===== config.mk =====
export PLATFORM = sky130hd
export DESIGN_NAME = btn_deb_multi
export DESIGN_NICKNAME = d
export VERILOG_FILES = /design/src/rtl/btn_deb_pkg.sv /design/src/rtl/btn_deb_ch.sv /design/src/rtl/btn_deb_multi.sv
export SDC_FILE = /design/constraint.sdc
export NUM_CORES = 1
export LEC_CHECK = 0
export ABC_AREA = 1
export BUFFER_PORTS_ARGS = -buffer_cell sky130_fd_sc_hd__buf_4
export CAP_MARGIN = 20
export CORE_AREA = 10 10 140 142
export DETAILED_ROUTE_END_ITERATION = 8
export DIE_AREA = 0 0 150 152
export GPL_ROUTABILITY_DRIVEN = 1
export SYNTH_ARGS = -nofsm -noshare
export SYNTH_HDL_FRONTEND = slang
export SYNTH_SLANG_ARGS = --single-unit

===== constraint.sdc =====
create_clock -name clk -period 2.1 [get_ports clk]
set_input_delay 0.42 -clock clk [delete_from_list [all_inputs] [get_ports clk]]
set_output_delay 0.42 -clock clk [all_outputs]
set_load 0.1 [all_outputs]

===== src/rtl/btn_deb_pkg.sv =====
// Package: btn_deb_pkg
// Shared definitions for the multi-channel button debouncer.
//  - btn_state_t : per-channel confirm FSM state encoding
//  - DEF_*       : default parameter values (12 MHz board, 1 ms sample tick)
// Optional feature macro: BTN_DEB_LONG_PRESS_EN (see btn_deb_ch / btn_deb_multi).
package btn_deb_pkg;

    typedef enum logic [1:0] {
        RELEASED    = 2'd0,
        PRESS_CHK   = 2'd1,
        PRESSED     = 2'd2,
        RELEASE_CHK = 2'd3
    } btn_state_t;

    localparam int DEF_BTN_WIDTH    = 8;
    localparam int DEF_ACTIVE_LOW   = 1;
    localparam int DEF_TICK_DIV     = 12000;
    localparam int DEF_STABLE_TICKS = 20;
    localparam int DEF_LONG_TICKS   = 1000;

endpackage


===== src/rtl/btn_deb_ch.sv =====
// Module: btn_deb_ch
// One debouncer channel: 2-FF synchroniser, confirm FSM with sample counter
// and, when BTN_DEB_LONG_PRESS_EN is defined, a long-press hold counter.
// All FSM/counter updates happen only on cycles where tick is high; the
// outputs are registered, so they move the clk after the confirming tick.
//
// Ports
//  clk           in   system clock
//  rst_n         in   asynchronous reset, active low
//  tick          in   shared 1-clk sample strobe
//  pin           in   raw asynchronous button pin
//  level         out  debounced level, 1 = pressed
//  press_pulse   out  1-clk pulse on confirmed press
//  release_pulse out  1-clk pulse on confirmed release
//  long_pulse    out  1-clk pulse at long-press threshold (0 without macro)
//
// State        | meaning
// RELEASED     | stable released, waiting for a pressed sample
// PRESS_CHK    | counting consecutive pressed samples
// PRESSED      | stable pressed, waiting for a released sample
// RELEASE_CHK  | counting consecutive released samples
import btn_deb_pkg::*;

module btn_deb_ch #(
    parameter int ACTIVE_LOW   = DEF_ACTIVE_LOW,
    parameter int STABLE_TICKS = DEF_STABLE_TICKS,
    parameter int LONG_TICKS   = DEF_LONG_TICKS
) (
    input  logic clk,
    input  logic rst_n,
    input  logic tick,
    input  logic pin,
    output logic level,
    output logic press_pulse,
    output logic release_pulse,
    output logic long_pulse
);

    localparam int            CW       = (STABLE_TICKS > 1) ? $clog2(STABLE_TICKS) : 1;
    localparam logic [CW-1:0] CNT_LAST = CW'(STABLE_TICKS - 1);
    localparam logic          IDLE_PIN = (ACTIVE_LOW != 0) ? 1'b1 : 1'b0;

    logic sync1;
    logic sync2;
    logic smp;

    // Sync flops idle at the released pin level so reset release never
    // looks like a press.
    always_ff @(posedge clk or negedge rst_n) begin
        if (!rst_n) begin
            sync1 <= IDLE_PIN;
            sync2 <= IDLE_PIN;
        end else begin
            sync1 <= pin;
            sync2 <= sync1;
        end
    end

    assign smp = (ACTIVE_LOW != 0) ? ~sync2 : sync2;

    btn_state_t    state_q, state_d;
    logic [CW-1:0] cnt_q, cnt_d;
    logic          level_q, level_d;
    logic          press_q, press_d;
    logic          release_q, release_d;

    always_ff @(posedge clk or negedge rst_n) begin
        if (!rst_n) begin
            state_q   <= RELEASED;
            cnt_q     <= '0;
            level_q   <= 1'b0;
            press_q   <= 1'b0;
            release_q <= 1'b0;
        end else begin
            state_q   <= state_d;
            cnt_q     <= cnt_d;
            level_q   <= level_d;
            press_q   <= press_d;
            release_q <= release_d;
        end
    end

    always_comb begin
        state_d   = state_q;
        cnt_d     = cnt_q;
        level_d   = level_q;
        press_d   = 1'b0;
        release_d = 1'b0;
        if (tick) begin
            case (state_q)
                RELEASED: begin
                    if (smp) begin
                        state_d = PRESS_CHK;
                        cnt_d   = CW'(1);
                    end
                end
                PRESS_CHK: begin
                    if (!smp) begin
                        state_d = RELEASED;
                        cnt_d   = '0;
                    end else if (cnt_q == CNT_LAST) begin
                        state_d = PRESSED;
                        cnt_d   = '0;
                        level_d = 1'b1;
                        press_d = 1'b1;
                    end else begin
                        cnt_d = cnt_q + 1'b1;
                    end
                end
                PRESSED: begin
                    if (!smp) begin
                        state_d = RELEASE_CHK;
                        cnt_d   = CW'(1);
                    end
                end
                RELEASE_CHK: begin
                    if (smp) begin
                        // Bounce back to pressed: no release was confirmed.
                        state_d = PRESSED;
                        cnt_d   = '0;
                    end else if (cnt_q == CNT_LAST) begin
                        state_d   = RELEASED;
                        cnt_d     = '0;
                        level_d   = 1'b0;
                        release_d = 1'b1;
                    end else begin
                        cnt_d = cnt_q + 1'b1;
                    end
                end
                default: begin
                    state_d = RELEASED;
                    cnt_d   = '0;
                    level_d = 1'b0;
                end
            endcase
        end
    end

    assign level         = level_q;
    assign press_pulse   = press_q;
    assign release_pulse = release_q;

`ifdef BTN_DEB_LONG_PRESS_EN
    localparam int            LW       = (LONG_TICKS > 0) ? $clog2(LONG_TICKS + 1) : 1;
    localparam logic [LW-1:0] LCNT_MAX = LW'(LONG_TICKS);

    logic [LW-1:0] lcnt_q, lcnt_d;
    logic          long_q, long_d;

    // lcnt only advances in the stable PRESSED state, freezes through a
    // release check and saturates at the threshold so each hold fires once.
    always_comb begin
        lcnt_d = lcnt_q;
        long_d = 1'b0;
        if (tick && (state_q == PRESSED) && (lcnt_q != LCNT_MAX)) begin
            lcnt_d = lcnt_q + 1'b1;
            long_d = (lcnt_d == LCNT_MAX);
        end
        if (state_d == RELEASED) begin
            lcnt_d = '0;
        end
    end

    always_ff @(posedge clk or negedge rst_n) begin
        if (!rst_n) begin
            lcnt_q <= '0;
            long_q <= 1'b0;
        end else begin
            lcnt_q <= lcnt_d;
            long_q <= long_d;
        end
    end

    assign long_pulse = long_q;
`else
    assign long_pulse = 1'b0;
`endif

endmodule


===== src/rtl/btn_deb_multi.sv =====
// Module: btn_deb_multi
// Multi-channel button debouncer. Holds the shared sample-tick prescaler and
// one btn_deb_ch per channel.
// Optional feature: define BTN_DEB_LONG_PRESS_EN to enable btn_long pulses
// after LONG_TICKS held ticks; otherwise btn_long is constant 0.
//
// Ports
//  clk          in   system clock (12 MHz)
//  rst_n        in   asynchronous reset, active low
//  btn_in       in   raw pins, asynchronous
//  btn_level    out  debounced level per channel, 1 = pressed
//  btn_press    out  1-clk pulse on confirmed press
//  btn_release  out  1-clk pulse on confirmed release
//  btn_long     out  1-clk pulse at long-press threshold
import btn_deb_pkg::*;

module btn_deb_multi #(
    parameter int BTN_WIDTH    = DEF_BTN_WIDTH,
    parameter int ACTIVE_LOW   = DEF_ACTIVE_LOW,
    parameter int TICK_DIV     = DEF_TICK_DIV,
    parameter int STABLE_TICKS = DEF_STABLE_TICKS,
    parameter int LONG_TICKS   = DEF_LONG_TICKS
) (
    input  logic                 clk,
    input  logic                 rst_n,
    input  logic [BTN_WIDTH-1:0] btn_in,
    output logic [BTN_WIDTH-1:0] btn_level,
    output logic [BTN_WIDTH-1:0] btn_press,
    output logic [BTN_WIDTH-1:0] btn_release,
    output logic [BTN_WIDTH-1:0] btn_long
);

    localparam int            TW        = (TICK_DIV > 1) ? $clog2(TICK_DIV) : 1;
    localparam logic [TW-1:0] TICK_LAST = TW'(TICK_DIV - 1);

    logic [TW-1:0] tick_cnt;
    logic          tick;

    assign tick = (tick_cnt == TICK_LAST);

    always_ff @(posedge clk or negedge rst_n) begin
        if (!rst_n) begin
            tick_cnt <= '0;
        end else if (tick) begin
            tick_cnt <= '0;
        end else begin
            tick_cnt <= tick_cnt + 1'b1;
        end
    end

    for (genvar g = 0; g < BTN_WIDTH; g++) begin : g_ch
        btn_deb_ch #(
            .ACTIVE_LOW   (ACTIVE_LOW),
            .STABLE_TICKS (STABLE_TICKS),
            .LONG_TICKS   (LONG_TICKS)
        ) u_ch (
            .clk           (clk),
            .rst_n         (rst_n),
            .tick          (tick),
            .pin           (btn_in[g]),
            .level         (btn_level[g]),
            .press_pulse   (btn_press[g]),
            .release_pulse (btn_release[g]),
            .long_pulse    (btn_long[g])
        );
    end

endmodule

==> metrics.md <==
| Metric | Value |
|---|---|
| Cell type contributing the most total cell area after synthesis | `sky130_fd_sc_hd__dfrtp_1` |
| Setup repair after global routing missed its margin | `no` |
| Antenna-violating nets left | `0` |
| DRT Wirelength | `11.07 mm` |
| GRT Resource Usage Total | `10.55%` |
| CTS sink cnt | `110` |
| Worst setup slack for register-to-register paths | `a little under 0.3 ns` |
| Final number of hold-violating endpoints | `0` |
| Antenna violations before repair | `0` |
| Reg2reg path depth | `9` |
| Layout Cell Area excl Fill | `6441 um^2` |
| Detailed-route vias per instance | `4.541` |
| Run status | `finished clean` |
| Post-synth cell types | `33` |
| Wire length of the first global-routing pass | `20.20 mm` |
| Kind of start point of the critical path | `register` |
| Number of antenna cells inserted | `0` |
| Synth-to-Final Area Change | `10.71%` |
| Arrival time at the worst endpoint | `around 2.0 ns` |
| Effective utilization at floorplan | `34.35%` |
| Startpoint of the most critical setup path | `tick_cnt[0]$_DFF_PN0_` |
| Worst setup path class | `reg -> reg` |
| Cell count after synthesis | `733` |
| CP max FO | `27` |
| Clock buffers created by TritonCTS | `9` |
| Avg Inst Size Synth | `just under 8 um^2` |
| Final setup TNS | `0 ns` |
| Placeable core region | `16940 um^2` |
| Routed wire length per instance | `11.30 um` |
| Die Span X | `150 um` |
| Commonest cells after routing, fill and taps aside | `sky130_fd_sc_hd__nand2_1, sky130_fd_sc_hd__dfrtp_1, sky130_fd_sc_hd__nor2_1, sky130_fd_sc_hd__inv_1, sky130_fd_sc_hd__nand3_1` |
| Maxcap violations | `0` |
| Number of global-route vias before repair | `4357` |
| Post-CTS Setup Repair Bufs | `0` |
| Leakage power summed over all cells | `about 0.0033 uW` |
| Filler Cell Count | `1746` |
| DRC | `0` |
| Cell types occupying the most area after synthesis | `sky130_fd_sc_hd__dfrtp_1, sky130_fd_sc_hd__nand2_1, sky130_fd_sc_hd__dfstp_2` |
| Most frequent standard cell in the layout excluding fill and tap cells | `sky130_fd_sc_hd__nand2_1` |
| Reg2reg start | `tick_cnt[0]$_DFF_PN0_` |
| Final period util | `85.85%` |
| Max Buffers Root-to-Sink | `2` |
| Final critical-path required period | `1.803 ns` |
| Number of placed I/O pins | `42` |
| Worst slack on hold paths | `~0.021 ns` |
| Number of flops mapped to enable cells by yosys | `0` |
| Pin count of the biggest net entering global routing | `43` |
| Share of synthesized flip-flops with an asynchronous set or reset | `100.0%` |
| CTS tree | `built` |
| Part of the Yosys area used for sequential elements | `47.66%` |
| Data required time of the critical path | `2.34 ns` |
| Skew-Pair Late Insertion Delay | `around 0.36 ns` |
| 1st-pass router iterations | `4` |
| Post-synthesis cell area | `5818 um^2` |
| Sum of net half-perimeters after detailed placement | `8.065 mm` |
| Post-cts resize count | `0` |
| Fraction of final layout cells sized beyond drive strength 1 | `13.79%` |
| Setup-failing EPs final | `0` |
| Max Slew Vio Count | `0` |
| Highest ir drop seen on vdd | `between 0.3 and 0.4 mV` |
| GRT Residual Overflow | `0` |
| Vias post-DR | `4446` |
| Portion of synthesized cell area occupied by the leading cell type | `40.43%` |
| CTS H-tree lvls | `3` |
| Cell area power density | `626.9 nW/um^2` |
| Synth Warn # | `0` |
| Most used flip-flop cell after synthesis | `sky130_fd_sc_hd__dfrtp_1` |
| Number of nets in the finished design | `768` |
| RePlAce Congestion | `0.7801` |
| Setup Skew | `roughly 0.011 ns` |
| Crit end category | `register` |
| Clock Tree Root | `sky130_fd_sc_hd__clkbuf_16` |
| Y dimension of the die | `152 um` |
| Overall die area | `22800 um^2` |
| Fmax | `554.7 MHz` |
| Number of buffers inserted by hold repair at cts | `0` |
| Count of port buffers added during placement | `33` |
| Clock transition at the registers of the reported paths | `approximately 0.070 ns` |
| Number of standard-cell rows in the floorplan | `48` |
| Synthesis-stage register bit count | `110` |
| Starting DRT DRC Count | `between 200 and 250` |
| Standard cell area after detailed placement | `slightly above 6000 um^2` |
| Kind of path behind the tightest hold check | `in -> async` |
state kept, by name (all words and copies together), names as in the netlist, named ones only:
name	cells
g_ch.u_ch.cnt_q	40
g_ch.u_ch.level	8
g_ch.u_ch.press_pulse	8
g_ch.u_ch.release_pulse	8
g_ch.u_ch.state_q	8
g_ch.u_ch.sync1	8
g_ch.u_ch.sync2	8
tick_cnt	14
area by class of cell:
cell class	instances	area [um^2]	share of cell area, %
multi-input cells	512	2477	38.46
repair buffers	39	317.8	4.934
inverters	77	294.0	4.565
well taps	225	281.5	4.371
flip-flops and latches	110	2773	43.05
clock inverters	1	30.03	0.4662
clock buffers	15	267.8	4.157
layer usage:
layer  share of wire, %  up-vias  wire length (um)  track usage [%]
li1                   -     2324                 -                -
met3                3.4       13               379            2.732
met4                1.4        0               160            3.611
met5                  0        -                 0                0
met1                 48     2072              5363            13.27
met2                 47       37              5162            17.09
through the flow:
| step | power (uW) | util (%) | instances | setup slack [ns] |
|---|---|---|---|---|
| after floorplan | 2294 | - | 740 | 0.5841 |
| after global placement | 2356 | 36.27 | 963 | 0.3638 |
| after detailed placement | 2357 | 36.27 | 963 | 0.2850 |
| after CTS | 4111 | 38.03 | 979 | 0.2756 |
| after global routing | 4228 | 38.03 | 979 | 0.09989 |
| final | 4038 | 38.03 | 979 | 0.2972 |
report_power, final:
part           internal (uW)  switching, uW
sequential              2150           12.5
clock                    993            732
combinational           26.4            128
total                   3170            872
worst min path at each step:
| stage | startpoint | to | slack (ns) | depth (start not counted) |
|---|---|---|---|---|
| floorplan | rst_n | async pin | 0.12 | 0 |
| global placement | g_ch[5].u_ch.sync1$_DFF_PN1_ | g_ch[5].u_ch.sync2$_DFF_PN1_ | 0.35 | 0 |
| detailed placement | g_ch[6].u_ch.sync1$_DFF_PN1_ | g_ch[6].u_ch.sync2$_DFF_PN1_ | 0.35 | 0 |
| CTS | rst_n | g_ch[2].u_ch.release_pulse$_DFF_PN0_ | 0.03 | 1 |
| global route | rst_n | g_ch[2].u_ch.release_pulse$_DFF_PN0_ | 0.06 | 1 |
| finish | rst_n | g_ch[2].u_ch.release_pulse$_DFF_PN0_ | 0.02 | 1 |
critical path: stages, from the launching register on:
cell	delay [ns]
sky130_fd_sc_hd__dfrtp_1	0.41
sky130_fd_sc_hd__ha_1	0.22
sky130_fd_sc_hd__nand3_2	0.15
sky130_fd_sc_hd__nor2_4	0.14
sky130_fd_sc_hd__inv_2	0.07
sky130_fd_sc_hd__nor2_4	0.10
sky130_fd_sc_hd__buf_4	0.31
sky130_fd_sc_hd__nand3_1	0.15
sky130_fd_sc_hd__nand2_1	0.08
sky130_fd_sc_hd__nand2_1	0.05
kinds of logic (layout without fill, tap and decap cells):
kind of cell    Yosys count  after routing  share of synthesized area (%)
flops                   110            110                          47.66
fa+ha+maj                 9              9                          1.936
other cells               1              8                        0.06445
buf+inv                 118            132                          10.21
simple gates            433            433                          33.53
compound gates           43             43                          3.742
xor+xnor                 19             19                          2.860
Yosys cell counts, drive strengths merged, types with 9 or more instances:
master	n
dfstp	16
nand2	232
xor2	15
dfrtp	94
o21ai	33
nand4	28
a21oi	9
inv	76
ha	9
nor2	78
nor3	19
buf	38
nand3	64
Power figures use the tool's default switching activity.
